**config.mk**
```make
export PLATFORM = sky130hd
export DESIGN_NAME = mc_ctrl_flat
export DESIGN_NICKNAME = d
export VERILOG_FILES = /design/src/rtl/mc_ctrl_pkg.sv /design/src/rtl/mc_ctrl_if.sv /design/src/rtl/mc_alu_dec.sv /design/src/rtl/mc_ctrl.sv /design/src/flat_wrapper.sv
export SDC_FILE = /design/constraint.sdc
export NUM_CORES = 1
export LEC_CHECK = 0
export BUFFER_PORTS_ARGS = -buffer_cell sky130_fd_sc_hd__buf_2
export CELL_PAD_IN_SITES_DETAIL_PLACEMENT = 1
export CELL_PAD_IN_SITES_GLOBAL_PLACEMENT = 1
export CORE_MARGIN = 10
export CORE_UTILIZATION = 32
export CTS_BUF_LIST = sky130_fd_sc_hd__clkbuf_4 sky130_fd_sc_hd__clkbuf_8 sky130_fd_sc_hd__clkbuf_16
export DETAILED_ROUTE_END_ITERATION = 6
export GPL_TIMING_DRIVEN = 0
export PLACE_DENSITY = 0.9
export SYNTH_ARGS = -nofsm -noshare
export SYNTH_HDL_FRONTEND = slang
export SYNTH_SLANG_ARGS = --single-unit
```
**constraint.sdc**
```tcl
create_clock -name clk -period 2.8 [get_ports clk]
set_input_delay 0 -clock clk [delete_from_list [all_inputs] [get_ports clk]]
set_output_delay 0 -clock clk [all_outputs]
set_load 0.005 [all_outputs]
```
**src/rtl/mc_ctrl_pkg.sv**
```systemverilog
// Shared constants for the multi-cycle MIPS controller: ALU codes, opcode/funct
// values, FSM state encoding, datapath select encodings and the decode-dispatch helper.
package mc_ctrl_pkg;

    localparam logic [3:0] ALU_ADD   = 4'd0;
    localparam logic [3:0] ALU_SUB   = 4'd1;
    localparam logic [3:0] ALU_OR    = 4'd2;
    localparam logic [3:0] ALU_LUI   = 4'd3;
    localparam logic [3:0] ALU_ADDIU = 4'd4;
    localparam logic [3:0] ALU_NOR   = 4'd5;

    localparam logic [5:0] OP_RTYPE = 6'b000000;
    localparam logic [5:0] OP_ADDIU = 6'b001001;
    localparam logic [5:0] OP_ORI   = 6'b001101;
    localparam logic [5:0] OP_LUI   = 6'b001111;
    localparam logic [5:0] OP_LW    = 6'b100011;
    localparam logic [5:0] OP_SW    = 6'b101011;
    localparam logic [5:0] OP_BEQ   = 6'b000100;
    localparam logic [5:0] OP_J     = 6'b000010;

    localparam logic [5:0] FN_ADD  = 6'b100000;
    localparam logic [5:0] FN_ADDU = 6'b100001;
    localparam logic [5:0] FN_SUBU = 6'b100011;
    localparam logic [5:0] FN_OR   = 6'b100101;
    localparam logic [5:0] FN_NOR  = 6'b100111;

    localparam logic [3:0] S_IDLE     = 4'd0;
    localparam logic [3:0] S_FETCH    = 4'd1;
    localparam logic [3:0] S_DECODE   = 4'd2;
    localparam logic [3:0] S_EXEC_R   = 4'd3;
    localparam logic [3:0] S_EXEC_I   = 4'd4;
    localparam logic [3:0] S_WB_ALU   = 4'd5;
    localparam logic [3:0] S_MEM_ADDR = 4'd6;
    localparam logic [3:0] S_MEM_RD   = 4'd7;
    localparam logic [3:0] S_MEM_WR   = 4'd8;
    localparam logic [3:0] S_WB_MEM   = 4'd9;
    localparam logic [3:0] S_BRANCH   = 4'd10;
    localparam logic [3:0] S_JUMP     = 4'd11;
    localparam logic [3:0] S_HALT     = 4'd12;

    localparam logic [1:0] SRCB_RT   = 2'd0;
    localparam logic [1:0] SRCB_IMM  = 2'd1;
    localparam logic [1:0] SRCB_FOUR = 2'd2;
    localparam logic [1:0] SRCB_BR   = 2'd3;

    localparam logic [1:0] PC_ALU    = 2'd0;
    localparam logic [1:0] PC_OUT    = 2'd1;
    localparam logic [1:0] PC_JMP    = 2'd2;

    typedef struct packed {
        logic       mem_req;
        logic       mem_we;
        logic       iord;
        logic       ir_we;
        logic       pc_we;
        logic [1:0] pc_src;
        logic       alu_src_a;
        logic [1:0] alu_src_b;
        logic [3:0] alu_op;
        logic       reg_we;
        logic       reg_dst;
        logic       mem_to_reg;
        logic       illegal;
    } ctrl_t;

    // Anything outside the supported subset lands in HALT.
    function automatic logic [3:0] decode_next(input logic [5:0] op, input logic [5:0] fn);
        logic [3:0] ns;
        ns = S_HALT;
        case (op)
            OP_RTYPE: begin
                case (fn)
                    FN_ADD, FN_ADDU, FN_SUBU, FN_OR, FN_NOR: ns = S_EXEC_R;
                    default:                                 ns = S_HALT;
                endcase
            end
            OP_ADDIU, OP_ORI, OP_LUI: ns = S_EXEC_I;
            OP_LW, OP_SW:             ns = S_MEM_ADDR;
            OP_BEQ:                   ns = S_BRANCH;
            OP_J:                     ns = S_JUMP;
            default:                  ns = S_HALT;
        endcase
        return ns;
    endfunction

endpackage

```
**src/rtl/mc_ctrl_if.sv**
```systemverilog
// Memory request channel between the controller (master) and the memory port (slave).
interface mc_ctrl_if;
    // mem_req rises with mem_we stable and both stay put until the cycle mem_ack is high,
    // which completes the transfer; mem_ack while mem_req is low is ignored, and reset
    // may drop mem_req in the middle of a request.
    logic mem_req;
    logic mem_we;
    logic mem_ack;

    modport master (output mem_req, output mem_we, input mem_ack);
    modport slave  (input mem_req, input mem_we, output mem_ack);
endinterface

```
**src/rtl/mc_alu_dec.sv**
```systemverilog
// Combinational opcode/funct to ALU operation decoder, consulted during the EXEC states.
module mc_alu_dec
    import mc_ctrl_pkg::*;
#(
    parameter int OPC_W   = 6,
    parameter int ALUOP_W = 4
) (
    input  logic [OPC_W-1:0]   opcode,
    input  logic [OPC_W-1:0]   funct,
    output logic [ALUOP_W-1:0] alu_op
);

    always_comb begin
        alu_op = ALU_ADD;
        if (opcode == OP_RTYPE) begin
            case (funct)
                FN_ADD, FN_ADDU: alu_op = ALU_ADD;
                FN_SUBU:         alu_op = ALU_SUB;
                FN_OR:           alu_op = ALU_OR;
                FN_NOR:          alu_op = ALU_NOR;
                default:         alu_op = ALU_ADD;
            endcase
        end else begin
            // ori reuses the OR path; the ALU zero-extends the immediate itself.
            case (opcode)
                OP_ADDIU: alu_op = ALU_ADDIU;
                OP_ORI:   alu_op = ALU_OR;
                OP_LUI:   alu_op = ALU_LUI;
                default:  alu_op = ALU_ADD;
            endcase
        end
    end

endmodule

```
**src/rtl/mc_ctrl.sv**
```systemverilog
// Multi-cycle MIPS control FSM (IF/ID/EX/MEM/WB) driving a shared ALU, PC, IR and memory port.
// Optional CTRL_PERF_CNT_EN adds the retired-instruction and cycle counters.
module mc_ctrl
    import mc_ctrl_pkg::*;
#(
    parameter int OPC_W   = 6,
    parameter int ALUOP_W = 4
) (
    input  logic               clk,
    input  logic               rst,
    mc_ctrl_if.master          mem,
    input  logic [OPC_W-1:0]   opcode,
    input  logic [OPC_W-1:0]   funct,
    input  logic               alu_zero,
    output logic               iord,
    output logic               ir_we,
    output logic               pc_we,
    output logic [1:0]         pc_src,
    output logic               alu_src_a,
    output logic [1:0]         alu_src_b,
    output logic [ALUOP_W-1:0] alu_op,
    output logic               reg_we,
    output logic               reg_dst,
    output logic               mem_to_reg,
    output logic               illegal,
    output logic [3:0]         dbg_state
`ifdef CTRL_PERF_CNT_EN
    ,
    output logic [31:0]        retired,
    output logic [31:0]        cycles
`endif
);

    logic [3:0]         state;
    logic [3:0]         nxt;
    logic [ALUOP_W-1:0] dec_op;
    ctrl_t              c;

    mc_alu_dec #(
        .OPC_W   (OPC_W),
        .ALUOP_W (ALUOP_W)
    ) u_alu_dec (
        .opcode (opcode),
        .funct  (funct),
        .alu_op (dec_op)
    );

    always_ff @(posedge clk or posedge rst) begin
        if (rst) state <= S_IDLE;
        else     state <= nxt;
    end

    always_comb begin
        c        = '0;
        c.alu_op = ALU_ADD;
        nxt      = state;
        case (state)
            S_IDLE: nxt = S_FETCH;
            S_FETCH: begin
                c.mem_req   = 1'b1;
                c.alu_src_b = SRCB_FOUR;
                if (mem.mem_ack) begin
                    c.ir_we  = 1'b1;
                    c.pc_we  = 1'b1;
                    c.pc_src = PC_ALU;
                    nxt      = S_DECODE;
                end
            end
            S_DECODE: begin
                // Branch target is computed speculatively while the opcode is decoded.
                c.alu_src_b = SRCB_BR;
                nxt         = decode_next(opcode, funct);
            end
            S_EXEC_R: begin
                c.alu_src_a = 1'b1;
                c.alu_src_b = SRCB_RT;
                c.alu_op    = dec_op;
                nxt         = S_WB_ALU;
            end
            S_EXEC_I: begin
                c.alu_src_a = 1'b1;
                c.alu_src_b = SRCB_IMM;
                c.alu_op    = dec_op;
                nxt         = S_WB_ALU;
            end
            S_WB_ALU: begin
                c.reg_we  = 1'b1;
                c.reg_dst = (opcode == OP_RTYPE);
                nxt       = S_FETCH;
            end
            S_MEM_ADDR: begin
                c.alu_src_a = 1'b1;
                c.alu_src_b = SRCB_IMM;
                nxt         = (opcode == OP_SW) ? S_MEM_WR : S_MEM_RD;
            end
            S_MEM_RD: begin
                c.mem_req = 1'b1;
                c.iord    = 1'b1;
                if (mem.mem_ack) nxt = S_WB_MEM;
            end
            S_MEM_WR: begin
                c.mem_req = 1'b1;
                c.mem_we  = 1'b1;
                c.iord    = 1'b1;
                if (mem.mem_ack) nxt = S_FETCH;
            end
            S_WB_MEM: begin
                c.reg_we     = 1'b1;
                c.mem_to_reg = 1'b1;
                nxt          = S_FETCH;
            end
            S_BRANCH: begin
                c.alu_src_a = 1'b1;
                c.alu_src_b = SRCB_RT;
                c.alu_op    = ALU_SUB;
                c.pc_src    = PC_OUT;
                c.pc_we     = alu_zero;
                nxt         = S_FETCH;
            end
            S_JUMP: begin
                c.pc_we  = 1'b1;
                c.pc_src = PC_JMP;
                nxt      = S_FETCH;
            end
            S_HALT:  c.illegal = 1'b1;
            default: nxt = S_IDLE;
        endcase
    end

    assign mem.mem_req = c.mem_req;
    assign mem.mem_we  = c.mem_we;
    assign iord        = c.iord;
    assign ir_we       = c.ir_we;
    assign pc_we       = c.pc_we;
    assign pc_src      = c.pc_src;
    assign alu_src_a   = c.alu_src_a;
    assign alu_src_b   = c.alu_src_b;
    assign alu_op      = c.alu_op;
    assign reg_we      = c.reg_we;
    assign reg_dst     = c.reg_dst;
    assign mem_to_reg  = c.mem_to_reg;
    assign illegal     = c.illegal;
    assign dbg_state   = state;

`ifdef CTRL_PERF_CNT_EN
    logic retire;

    always_comb begin
        retire = 1'b0;
        if (nxt == S_FETCH) begin
            retire = (state == S_WB_ALU) || (state == S_WB_MEM) || (state == S_MEM_WR) ||
                     (state == S_BRANCH) || (state == S_JUMP);
        end
    end

    // Counted on entry, so the visible cycles value includes the cycle now in progress.
    always_ff @(posedge clk or posedge rst) begin
        if (rst) begin
            retired <= '0;
            cycles  <= '0;
        end else begin
            if (nxt != S_IDLE) cycles  <= cycles + 32'd1;
            if (retire)        retired <= retired + 32'd1;
        end
    end
`endif

endmodule
```
**src/flat_wrapper.sv**
```systemverilog
// flat-port wrapper written by rule: the top's interface ports become plain ports
module mc_ctrl_flat import mc_ctrl_pkg::*;
#(
    parameter int OPC_W   = 6,
    parameter int ALUOP_W = 4
)
  (clk, rst, opcode, funct, alu_zero, iord, ir_we, pc_we, pc_src, alu_src_a, alu_src_b, alu_op, reg_we, reg_dst, mem_to_reg, illegal, dbg_state, mem_mem_req, mem_mem_we, mem_mem_ack);
  mc_ctrl_if mem_i ();
  input  logic clk;
  input  logic rst;
  input  logic [OPC_W-1:0] opcode;
  input  logic [OPC_W-1:0] funct;
  input  logic alu_zero;
  output logic iord;
  output logic ir_we;
  output logic pc_we;
  output logic [1:0] pc_src;
  output logic alu_src_a;
  output logic [1:0] alu_src_b;
  output logic [ALUOP_W-1:0] alu_op;
  output logic reg_we;
  output logic reg_dst;
  output logic mem_to_reg;
  output logic illegal;
  output logic [3:0] dbg_state;
  output wire logic [$bits(mem_i.mem_req)-1:0] mem_mem_req;
  output wire logic [$bits(mem_i.mem_we)-1:0] mem_mem_we;
  input wire logic [$bits(mem_i.mem_ack)-1:0] mem_mem_ack;
  assign mem_mem_req = mem_i.mem_req;
  assign mem_mem_we = mem_i.mem_we;
  assign mem_i.mem_ack = mem_mem_ack;
  mc_ctrl #(.OPC_W(OPC_W), .ALUOP_W(ALUOP_W)) u_core (.clk(clk), .rst(rst), .mem(mem_i), .opcode(opcode), .funct(funct), .alu_zero(alu_zero), .iord(iord), .ir_we(ir_we), .pc_we(pc_we), .pc_src(pc_src), .alu_src_a(alu_src_a), .alu_src_b(alu_src_b), .alu_op(alu_op), .reg_we(reg_we), .reg_dst(reg_dst), .mem_to_reg(mem_to_reg), .illegal(illegal), .dbg_state(dbg_state));
endmodule
```
==> metrics.yaml <==
hpwlAfterDp_um: 2300
ys_async_sr_fraction: 1.00
vdd_drop_max_uv: 278
clock.fmax_ghz: 0.572
average_cell_area_after_synthesis_um2: 6.81
synthFlopType: "sky130_fd_sc_hd__dfrtp_1"
run_status: "finished clean"
cts_made_buffers: 3
yosysWarnings: 0
row_count: 17
synth_unique_cells: 48
grt_pass1_vias: 1016
postPlaceCellArea_um2: 941
switching_power_uw: 369
synth.yosys.seq_area_share: 0.136
worst_path_most_repeated_cell: "sky130_fd_sc_hd__buf_2"
grt.overflow.total: 0
power.combinational.fraction: 0.759
layout-drive-gt1-share: 0.329
internal_power_uw: 366
crit_path_cells: "buf_2 > buf_1 > nand2_1 > a21oi_1 > a31oi_1 > nor2_1 > buf_2"
netlist_top_cells_area: "sky130_fd_sc_hd__dfrtp_1 (14%), sky130_fd_sc_hd__nor3_1 (6.8%), sky130_fd_sc_hd__nor2_1 (5.6%)"
remaining_drc_errors: 0
synth_xor_area_frac: 0.0476
cts.reportedPaths.clkPinSlew_ns: 0.04
final_net_count: 164
final-instance-count-excl-fill: 174
post_synthesis_cell_area_um2: 736
cp_slowest_stage_delay_ns: 0.39
start_util: 0.336
final.setup_skew_ns: 0.000794
dpl_worst_slack_ns: 1.28
grt_setup_unrepaired: "false"
cp-end-kind: "output pin"
critical_path.startpoint_type: "register"
share_clk_of_total_power: 0.096
finalSetupTns_ns: 0
globalplace.congestion: 0.879
synth-seq-cells: 4
library_cell_occupying_the_most_area_in_the_post_synthesis_netlist: "sky130_fd_sc_hd__dfrtp_1"
critical_path_cell_count: 7
cp_slowest_cell: "sky130_fd_sc_hd__buf_1"
synth_most_common_cell: "sky130_fd_sc_hd__nor2_1"
firstDrtPassIters: 4
synth_largest_type_area_fraction: 0.136
worstPathArrival_ns: 1.75
final_min_period_over_clock_period: 0.624
drt.antenna.violating_nets: 0
hold_violations: 0
clock_tree.buffer_depth: 2
finalCriticalPeriod_ns: 1.75
chipWidth_um: 68.0
routed_wirelength_um: 2720
power_dens_cells_mw_per_mm2: 755
sequentialPowerShare: 0.145
route.vias.total: 965
numPlacedInstances: 170
numClockSinks: 4
dr.first_iter.drc_count: 42
grt_start_max_net_pins: 11
portBuffers: 34
final_critical_path_setup_slack_ns: 1.05
hold_slack_ns: 0.152
die_area_mm2: 0.00462
finalInstanceArea_um2: 973
power.switching_fraction: 0.502
drt-vias-per-instance: 5.55
synth_top_cells_by_count: "sky130_fd_sc_hd__nor2_1 (11), sky130_fd_sc_hd__nand2_1 (10), sky130_fd_sc_hd__nor3_1 (10)"
n_antenna_cell: 0
synth_enable_flop_cells: 0
setup.worst_path.class: "register to output pin"
synthAdderAreaFrac: 0
cp_max_fo: 10
static_leakage_nw: 0.447
grtUsageTotal: 0.117
report.final.slew_viol_count: 0
total_power_draw_uw: 735
min_path_cells: 3
initial_antenna_violation_count: 0
coreArea_mm2: 0.00219
cp.required_ns: 2.80
crit_buf_inv: 3
post_synth_and_or_nand_nor_area_fraction: 0.427
io_pins: 38
report.final.setup_viol: 0
grt_first_pass_wirelength_um: 4470
syn_inst: 108
floorplan.die.height_um: 68.0
synth_compound_area_frac: 0.276
flow.area_growth_from_synthesis_pct: 32.3
clock_insertion_delay_worst_skew_ns: 0.23
tritoncts_clock_tree: "done"
mappedNetlistNets: 124
drt-wirelength-per-cell_um: 15.6
cp_top_family: "buffers and inverters"
timing.hold.worst.class: "input pin to register"
dominant_combinational_cell_family_by_area_after_synthesis: "simple AND/OR/NAND/NOR gates"
htreeDepth: 1
max_reg_flops: 4
timing.reg2reg.worst_path_depth: 5
postLayoutCoreUtil: 0.444
cts_root_buf: "sky130_fd_sc_hd__clkbuf_4"
maxCapViolations: 0
yosys-mux-area-fraction: 0.0136
==> final cells by class <==
type | instances | area, um^2
tap | 28 | 35.0
buffer | 9 | 55.1
multi-input combinational | 91 | 566
timing repair buffer | 35 | 180
inverter | 4 | 15.0
fill | 312 | 1220
sequential | 4 | 100
clock buffer | 3 | 22.5
==> power groups by stage <==
| stage | Clock [mW] | Combinational (mW) | Sequential, mW |
|---|---|---|---|
| after global placement | 0 | 0.536 | 0.107 |
| after global routing | 0.0796 | 0.626 | 0.111 |
| after floorplan | 0 | 0.359 | 0.105 |
| after CTS | 0.0716 | 0.567 | 0.106 |
| after detailed placement | 0 | 0.563 | 0.107 |
| final | 0.0704 | 0.558 | 0.106 |
==> repair_timing <==
| item | 4_1_cts | 5_1_grt |
|---|---|---|
| hold endpoints to repair | 4 | 0 |
| hold buffers | 1 | 0 |
| resized for setup | 0 | 0 |
| setup buffers | 0 | 0 |
==> cell usage in the layout, fill, tap and decap left out, types with 2 or more instances in the layout <==
| cell type | Yosys | routed |
|---|---|---|
| sky130_fd_sc_hd__a21oi_1 | 4 | 4 |
| sky130_fd_sc_hd__buf_1 | 2 | 2 |
| sky130_fd_sc_hd__buf_2 | 2 | 36 |
| sky130_fd_sc_hd__buf_6 | 2 | 2 |
| sky130_fd_sc_hd__clkbuf_1 | 2 | 2 |
| sky130_fd_sc_hd__clkbuf_4 | 0 | 3 |
| sky130_fd_sc_hd__dfrtp_1 | 4 | 4 |
| sky130_fd_sc_hd__inv_1 | 4 | 4 |
| sky130_fd_sc_hd__nand2_1 | 10 | 10 |
| sky130_fd_sc_hd__nand2b_1 | 4 | 4 |
| sky130_fd_sc_hd__nand3_1 | 4 | 4 |
| sky130_fd_sc_hd__nand3b_1 | 2 | 2 |
| sky130_fd_sc_hd__nand4_1 | 2 | 2 |
| sky130_fd_sc_hd__nor2_1 | 11 | 11 |
| sky130_fd_sc_hd__nor2b_1 | 2 | 2 |
| sky130_fd_sc_hd__nor3_1 | 10 | 10 |
| sky130_fd_sc_hd__nor3b_1 | 3 | 3 |
| sky130_fd_sc_hd__nor4_1 | 4 | 4 |
| sky130_fd_sc_hd__o21ai_1 | 2 | 2 |
| sky130_fd_sc_hd__o21bai_1 | 2 | 2 |
| sky130_fd_sc_hd__o22ai_1 | 2 | 2 |
| sky130_fd_sc_hd__xnor2_1 | 2 | 2 |
| sky130_fd_sc_hd__xor2_1 | 2 | 2 |
==> worst register-to-register path, stage by stage, from the launching register on <==
cell                       delay, ns
sky130_fd_sc_hd__dfrtp_1        0.43
sky130_fd_sc_hd__buf_1          0.42
sky130_fd_sc_hd__nand3b_1       0.21
sky130_fd_sc_hd__nor2_1         0.06
sky130_fd_sc_hd__nor3_1         0.19
sky130_fd_sc_hd__o21ai_1        0.09
==> metal layers <==
metal / GRT usage / part of all wire / routed length, um / vias to the layer above
met4: 0.0352 / 0.0099 / 27 / 0
li1: - / - / - / 476
met1: 0.134 / 0.43 / 1160 / 457
met5: 0 / 0 / 0 / -
met2: 0.212 / 0.50 / 1360 / 28
met3: 0.0261 / 0.064 / 175 / 4
==> cell families (layout without fill, tap and decap cells) <==
kind of cell    after synthesis  count (layout)
flops                         4               4
compound gates               27              27
other cells                   1               1
simple gates                 58              58
buf+inv                      13              51
mux                           1               1
xor+xnor                      4               4
==> worst paths after layout <==
| path | from | end | slack, ns |
|---|---|---|---|
| min in group asynchronous | rst | u_core.dbg_state[3] | 0.19 |
| worst max-delay path | u_core.dbg_state[1] | pc_we | 1.05 |
| worst min register to register | u_core.dbg_state[3] | u_core.dbg_state[1] | 0.83 |
| worst max register to register | u_core.dbg_state[3] | u_core.dbg_state[3] | 1.27 |
| max in group asynchronous | rst | u_core.dbg_state[1] | 2.47 |
| worst min-delay path | opcode[4] | u_core.dbg_state[3] | 0.15 |
Note: power is estimated with default switching activity, not from simulation.
